$ cat src/rtl/fifo_pkg.sv
// Shared constants for the synchronous FIFO: default address width, pointer-width
// helper and the bit positions of the sticky error flags.
package fifo_pkg;

  localparam int FIFO_ADDR_W_DEFAULT = 3;

  localparam int ERR_W       = 2;
  localparam int ERR_OVF_BIT = 0;
  localparam int ERR_UDF_BIT = 1;

  // One extra wrap bit lets full and empty be told apart when the low bits match.
  function automatic int ptr_width(input int addr_w);
    return addr_w + 1;
  endfunction

endpackage

$ cat src/rtl/fifo_ptr_ctr.sv
// Wrap-bit pointer counter: synchronous reset, synchronous clear, increment enable.
module fifo_ptr_ctr #(
  parameter int W = 4
) (
  input  logic         clk,
  input  logic         rst,
  input  logic         clr,
  input  logic         inc,
  output logic [W-1:0] ptr
);

  logic [W-1:0] ptr_r;

  // Pointer register; rolls over naturally at 2**W, toggling the wrap bit.
  always_ff @(posedge clk) begin
    if (rst) begin
      ptr_r <= {W{1'b0}};
    end else if (clr) begin
      ptr_r <= {W{1'b0}};
    end else if (inc) begin
      ptr_r <= ptr_r + W'(1);
    end
  end

  assign ptr = ptr_r;

endmodule

$ cat src/rtl/fifo_ctrl_param.sv
// Parametrised FIFO pointer/flag controller (depth 2**ADDR_W).
// Optional threshold flags are built only when FIFO_CTRL_ALMOST_FLAGS_EN is defined.
module fifo_ctrl_param
  import fifo_pkg::*;
#(
  parameter int ADDR_W   = FIFO_ADDR_W_DEFAULT,
  parameter int AF_LEVEL = (2 ** ADDR_W) - 2,
  parameter int AE_LEVEL = 1
) (
  input  logic              clk,
  input  logic              rst,
  input  logic              clr,
  input  logic              write_signal,
  input  logic              read_signal,
  output logic [ADDR_W-1:0] write_addr,
  output logic [ADDR_W-1:0] read_addr,
  output logic              write_en,
  output logic              read_en,
  output logic              full,
  output logic              empty,
  output logic [ADDR_W:0]   count,
  output logic              almost_full,
  output logic              almost_empty,
  output logic              overflow,
  output logic              underflow
);

  localparam int DEPTH = 2 ** ADDR_W;
  localparam int PW    = ptr_width(ADDR_W);

  if (AF_LEVEL < 0 || AF_LEVEL > DEPTH || AE_LEVEL < 0 || AE_LEVEL > DEPTH) begin : g_level_check
    $error("fifo_ctrl_param: almost-flag level outside 0..DEPTH");
  end

  logic [PW-1:0]    wptr_s;
  logic [PW-1:0]    rptr_s;
  logic [PW-1:0]    count_s;
  logic             full_s;
  logic             empty_s;
  logic             wr_acc_s;
  logic             rd_acc_s;
  logic [ERR_W-1:0] err_r;

  fifo_ptr_ctr #(.W(PW)) u_wptr (
    .clk (clk),
    .rst (rst),
    .clr (clr),
    .inc (wr_acc_s),
    .ptr (wptr_s)
  );

  fifo_ptr_ctr #(.W(PW)) u_rptr (
    .clk (clk),
    .rst (rst),
    .clr (clr),
    .inc (rd_acc_s),
    .ptr (rptr_s)
  );

  assign empty_s = (wptr_s == rptr_s);
  assign full_s  = (wptr_s[ADDR_W-1:0] == rptr_s[ADDR_W-1:0]) &&
                   (wptr_s[ADDR_W] != rptr_s[ADDR_W]);
  assign count_s = wptr_s - rptr_s;

  // Request gating; a read at full frees the slot the concurrent write lands in.
  always_comb begin
    wr_acc_s = 1'b0;
    rd_acc_s = 1'b0;
    if (!rst && !clr) begin
      rd_acc_s = read_signal & ~empty_s;
      wr_acc_s = write_signal & (~full_s | read_signal);
    end else begin
      rd_acc_s = 1'b0;
      wr_acc_s = 1'b0;
    end
  end

  // Sticky error flags; requests dropped during clr never set them.
  always_ff @(posedge clk) begin
    if (rst) begin
      err_r <= {ERR_W{1'b0}};
    end else if (clr) begin
      err_r <= {ERR_W{1'b0}};
    end else begin
      if (write_signal & full_s & ~read_signal) begin
        err_r[ERR_OVF_BIT] <= 1'b1;
      end
      if (read_signal & empty_s) begin
        err_r[ERR_UDF_BIT] <= 1'b1;
      end
    end
  end

`ifdef FIFO_CTRL_ALMOST_FLAGS_EN
  localparam logic [PW-1:0] AF_LVL_C = PW'(AF_LEVEL);
  localparam logic [PW-1:0] AE_LVL_C = PW'(AE_LEVEL);
  assign almost_full  = (count_s >= AF_LVL_C);
  assign almost_empty = (count_s <= AE_LVL_C);
`else
  assign almost_full  = 1'b0;
  assign almost_empty = 1'b0;
`endif

  assign write_addr = wptr_s[ADDR_W-1:0];
  assign read_addr  = rptr_s[ADDR_W-1:0];
  assign write_en   = wr_acc_s;
  assign read_en    = rd_acc_s;
  assign full       = full_s;
  assign empty      = empty_s;
  assign count      = count_s;
  assign overflow   = err_r[ERR_OVF_BIT];
  assign underflow  = err_r[ERR_UDF_BIT];

endmodule

$ cat config.mk
export PLATFORM = sky130hd
export DESIGN_NAME = fifo_ctrl_param
export DESIGN_NICKNAME = d
export VERILOG_FILES = /design/src/rtl/fifo_pkg.sv /design/src/rtl/fifo_ptr_ctr.sv /design/src/rtl/fifo_ctrl_param.sv
export SDC_FILE = /design/constraint.sdc
export NUM_CORES = 1
export LEC_CHECK = 0
export ABC_AREA = 1
export CORE_UTILIZATION = 42
export CTS_CLUSTER_DIAMETER = 30
export CTS_CLUSTER_SIZE = 12
export DETAILED_ROUTE_END_ITERATION = 10
export PLACE_DENSITY = 0.76
export SLEW_MARGIN = 25
export SYNTH_ARGS = -nofsm -noshare
export SYNTH_HDL_FRONTEND = slang
export SYNTH_HIERARCHICAL = 1
export SYNTH_SLANG_ARGS = --single-unit
$ cat constraint.sdc
create_clock -name clk -period 2.3 [get_ports clk]
set_input_delay 0.46 -clock clk [delete_from_list [all_inputs] [get_ports clk]]
set_output_delay 0.46 -clock clk [all_outputs]
set_load 0.02 [all_outputs]
-- Yosys cells after proc, flatten, opt, wreduce, memory -nomap -nowiden
Cells that the tools add are included.
- bits in registers: 10
- input bits: 5
- output and inout port bits: 18
- word-level logic and storage cells: 26
- add/sub/neg operators: 3
- equality and inequality tests: 3
- multiplexer cells: 2
- bitwise operators: 9
- reduce and logical (&&, ||, !) cells: 5
- operators with widths (kind ; count):
    $add A4 B1 Y4 const B ; 2
    $and A1 B1 Y1 ; 5
    $eq A4 B4 Y1 ; 1
    $sub A4 B4 Y4 ; 1
    $eq A3 B3 Y1 ; 1
    $not A1 Y1 ; 3
    $logic_and A1 B1 Y1 ; 2
    $logic_not A1 Y1 ; 2
    $mux W1 ; 2
    $reduce_or A2 Y1 ; 1
    $ne A1 B1 Y1 ; 1
    $or A1 B1 Y1 ; 1

-- Depth between registers and ports, before layout
- depth after elaboration: 6
- mapped depth: 12
- mapped depth without buffers: 12

-- By module
Netlist, hierarchy kept.
- modules (own cells, without submodules) (module ; instances ; cells each ; area each (um2) ; seq. area each (um2)):
    fifo_ptr_ctr ; 2 ; 22 ; 168.9 ; 80.1
    fifo_ctrl_param ; 1 ; 50 ; 291.5 ; 40.0

-- Least setup slack after synthesis
Ideal clock, no wire load.
- path type: register to register
- from: register u_wptr.ptr_r[0], in the netlist u_wptr/ptr[0]
- to: register u_rptr.ptr_r[3], in the netlist u_rptr/ptr[3]
- library setup time: 0.113 ns
- arrival: 2.287 ns
- required time: 2.187 ns
- setup slack: -0.100 ns
- cell stages (with the launch flop): 11
- buffers on the path: 0
- period minus slack after synthesis: 2.400 ns
- cell sequence: dfxtp_1 > inv_1 > ha_1 > nand3_1 > nor2_1 > nor3_1 > nand2_2 > nor2_2 > nand2_1 > nand2_1 > nor2_1
- word-level cells in the longest chain between the ends: 4
- ends and longest elaborated chain (element ; RTL line ; source):
    start, declared ; fifo_ptr_ctr.sv:12 ; logic [W-1:0] ptr_r;
    start signal, assigned ; fifo_ptr_ctr.sv:17 ; ptr_r <= {W{1'b0}};
    start signal, assigned ; fifo_ptr_ctr.sv:19 ; ptr_r <= {W{1'b0}};
    start signal, assigned ; fifo_ptr_ctr.sv:21 ; ptr_r <= ptr_r + W'(1);
    $eq A4 B4 Y1 ; fifo_ctrl_param.sv:60 ; assign empty_s = (wptr_s == rptr_s);
    net empty ; fifo_ctrl_param.sv:20 ; output logic empty,
    $not A1 Y1 ; fifo_ctrl_param.sv:70 ; rd_acc_s = read_signal & ~empty_s;
    $and A1 B1 Y1 ; fifo_ctrl_param.sv:70 ;
    $mux W1 ; fifo_ctrl_param.sv:69 ; if (!rst && !clr) begin
    net read_en ; fifo_ctrl_param.sv:18 ; output logic read_en,
    end signal, assigned ; fifo_ptr_ctr.sv:17 ;
    end signal, assigned ; fifo_ptr_ctr.sv:19 ;
    end signal, assigned ; fifo_ptr_ctr.sv:21 ;
    end, declared ; fifo_ptr_ctr.sv:12 ;
The timed path passes the listed nets, and every way through them passes these cells.
A chain may end at the register's enable or synchronous reset.

-- Final worst setup path
- from: register u_rptr.ptr_r[2], in the netlist u_rptr/ptr[2]
- to: output port count[3]
- word-level cells in the longest chain between the ends: 1
- ends and longest elaborated chain (element ; RTL line ; source):
    $sub A4 B4 Y4 ; fifo_ctrl_param.sv:63 ; assign count_s = wptr_s - rptr_s;
    end, declared ; fifo_ctrl_param.sv:21 ; output logic [ADDR_W:0] count,
No other way between the ends.

==> metrics <==
status complete, no violations; setup violators final 0; Worst setup SP type register; Max VDD drop 0.0002882 V; CP Launch Point u_rptr/ptr[2]; Avg Inst Size Synth 6.695 um^2; Hold Startpoint err_r[1]; vias in the first global route 584; Die ar. 1657 um^2; first-pass detailed-route iteration total 4; unrepaired setup endpoints after global routing no; Congestion Overflow GR 0; Synth Warn # 6; largest area contributor in the synthesized netlist dfxtp_1; initial antenna violation count 0; maxcap violations 0; dominant cells by area after synthesis dfxtp_1 (32%), nand2_1 (11%), ha_1 (9.9%); Initial Utilization 46.62%; Worst-Skew Late Latency 0.27 ns; Die Wd 40.71 um; Max Root-Sink Buffers 2; most common cell after layout, fill and taps aside nand2_1; core region area 1350 um^2; HPWL after DPL 1.197 mm; crit-path max cell delay 0.33 ns; Tcrit/Tclk final 95.75%; EDFF count, synth 0; # diodes 0; Reg-to-Reg Start u_wptr/ptr[1]; layout cells sized above 1 18.75%; WP buf/inv 2; cell area after layout 957.2 um^2; nets 140; final worst slack 0.09786 ns; vias per cell 4.615; CP max-delay cell dfxtp_1; Worst setup EP type output port; area delta synth->final 52.09%; FFs w/ async S/R, synth 0%; Vias 660; post-synth top area share 31.81%; dpl cell area 924.6 um^2; Residual DRC 0; Worst EP arrival 1.74 ns; clock buffer count from CTS 3; min Tclk post-route 2.202 ns; CTS Sinks 10; post-synthesis register bit count 10; largest net degree at the start of global routing 8; crit path kind register to output port; Initial DRC Count 12; upper clock frequency limit 0.4541 GHz; post-synthesis cell area 629.4 um^2; Die H 40.71 um; Req. time, crit path 1.84 ns; htree depth 1; first-pass GRT wire length 2.497 mm; Synth Flop Type dfxtp_1; TritonCTS clock tree built; clock skew 0.0009789 ns; critical path's top delay family simple AND/OR/NAND/NOR gates; routability cong. 0.7499; hold slack final 0.4687 ns; DR WL/cell 10.83 um; cell repeated most along the worst path nand2_1; Power Dens Cells 413.5 nW/um^2; total track usage 24.58%; IO Count 23; overall power 395.8 uW; IO buf count 20; Rows 13; fill count 117; pre-CTS setup slack -0.1841 ns; Leakage 0.0004645 uW; Post-Synthesis Cells 94; sequential area share after synthesis 31.81%; Setup Total Neg Slack 0 ns; Antenna Nets Post-Route 0; most frequent cells in the layout nand2_1 (19), inv_1 (16), nor2_1 (13), clkdlybuf4s50_1 (13), buf_4 (11); final hold vios 0; Clock Tree Root clkbuf_4; peak fanout along the critical path 4; fin. max-slew vios 0; hold crit path type register to register; crit-path cells inv_1 > ha_4 > nand2_1 > or2_1 > nand2_1 > nand2_1 > nand2_1 > dlygate4sd2_1; CTS clk-pin slew, worst paths 0.07 ns; final wirelength 1.548 mm; Yosys cell types 17
-- stage by stage --
stage / std cells / util [%]
after floorplan: 95 / -
after global placement: 139 / 68.49
after detailed placement: 139 / 68.49
after CTS: 143 / 70.53
after global routing: 143 / 70.90
final: 143 / 70.90
-- cell type report --
class	count	area, um^2	share of cell area [%]
Timing Repair Buffer	31	266.5	27.84
Sequential cell	10	200.2	20.92
Inverter	16	60.06	6.275
Tap cell	15	18.77	1.961
Clock buffer	4	36.28	3.791
Multi-Input combinational cell	67	375.4	39.22
-- worst paths after layout --
kind / cells past startpoint / end / slack (ns)
setup / recovery: 8 / count[3] / 0.1
hold / removal: 2 / err_r[1] / 0.47
setup reg to reg: 10 / u_rptr/ptr[3] / 0.65
hold reg to reg: 2 / err_r[1] / 0.47
-- per-layer routing --
layer / wire length, um / vias to the layer above / GRT usage [%]
met1: 709 / 281 / 27.72
li1: - / 357 / -
met4: 39 / 0 / 15.00
met3: 63 / 5 / 8.152
met2: 736 / 17 / 39.68
met5: 0 / - / 0
-- report_power, final --
part | leakage, uW | internal (uW) | switching (uW) | total (uW)
combinational | 0.000363 | 24.8 | 30.3 | 55.1
clock | 0.0000210 | 96.4 | 68.0 | 164
sequential | 0.0000808 | 175 | 1.33 | 176
total | 0.000465 | 296 | 99.6 | 396
-- registers in the layout (all words and copies together) (netlist names) --
signal	flops
u_rptr/ptr	4
err_r	2
u_wptr/ptr	4
-- synthesized netlist by cell type, drive strengths merged, types with 2 or more instances --
cell   count
a21oi      7
buf        2
dfxtp     10
ha         5
inv       16
nand2     22
nand3      7
nor2      15
o21ai      4
-- worst register-to-register path, delay by kind of cell, from the launching register on --
family | cells | cell delay, ns
buf+inv | 1 | 0.18
simple gates | 8 | 0.65
flops | 1 | 0.43
fa+ha+maj | 1 | 0.28
-- cells by family (layout without fill, tap and decap cells) --
| group | count (synthesis) | count (layout) | synth area share, % |
|---|---|---|---|
| simple gates | 47 | 47 | 32.41 |
| buf+inv | 18 | 51 | 11.93 |
| compound gates | 11 | 11 | 8.747 |
| flops | 10 | 10 | 31.81 |
| fa+ha+maj | 6 | 6 | 13.12 |
| other cells | 1 | 2 | 0.5958 |
| xor+xnor | 1 | 1 | 1.392 |
-- timing repair --
item	in CTS	in global routing
hold buffers	0	0
endpoints found under the setup margin	7	4
gates cloned	0	0
gates resized for setup	7	5
buffers inserted	0	0
No activity file was read; power rests on OpenSTA's default activity.
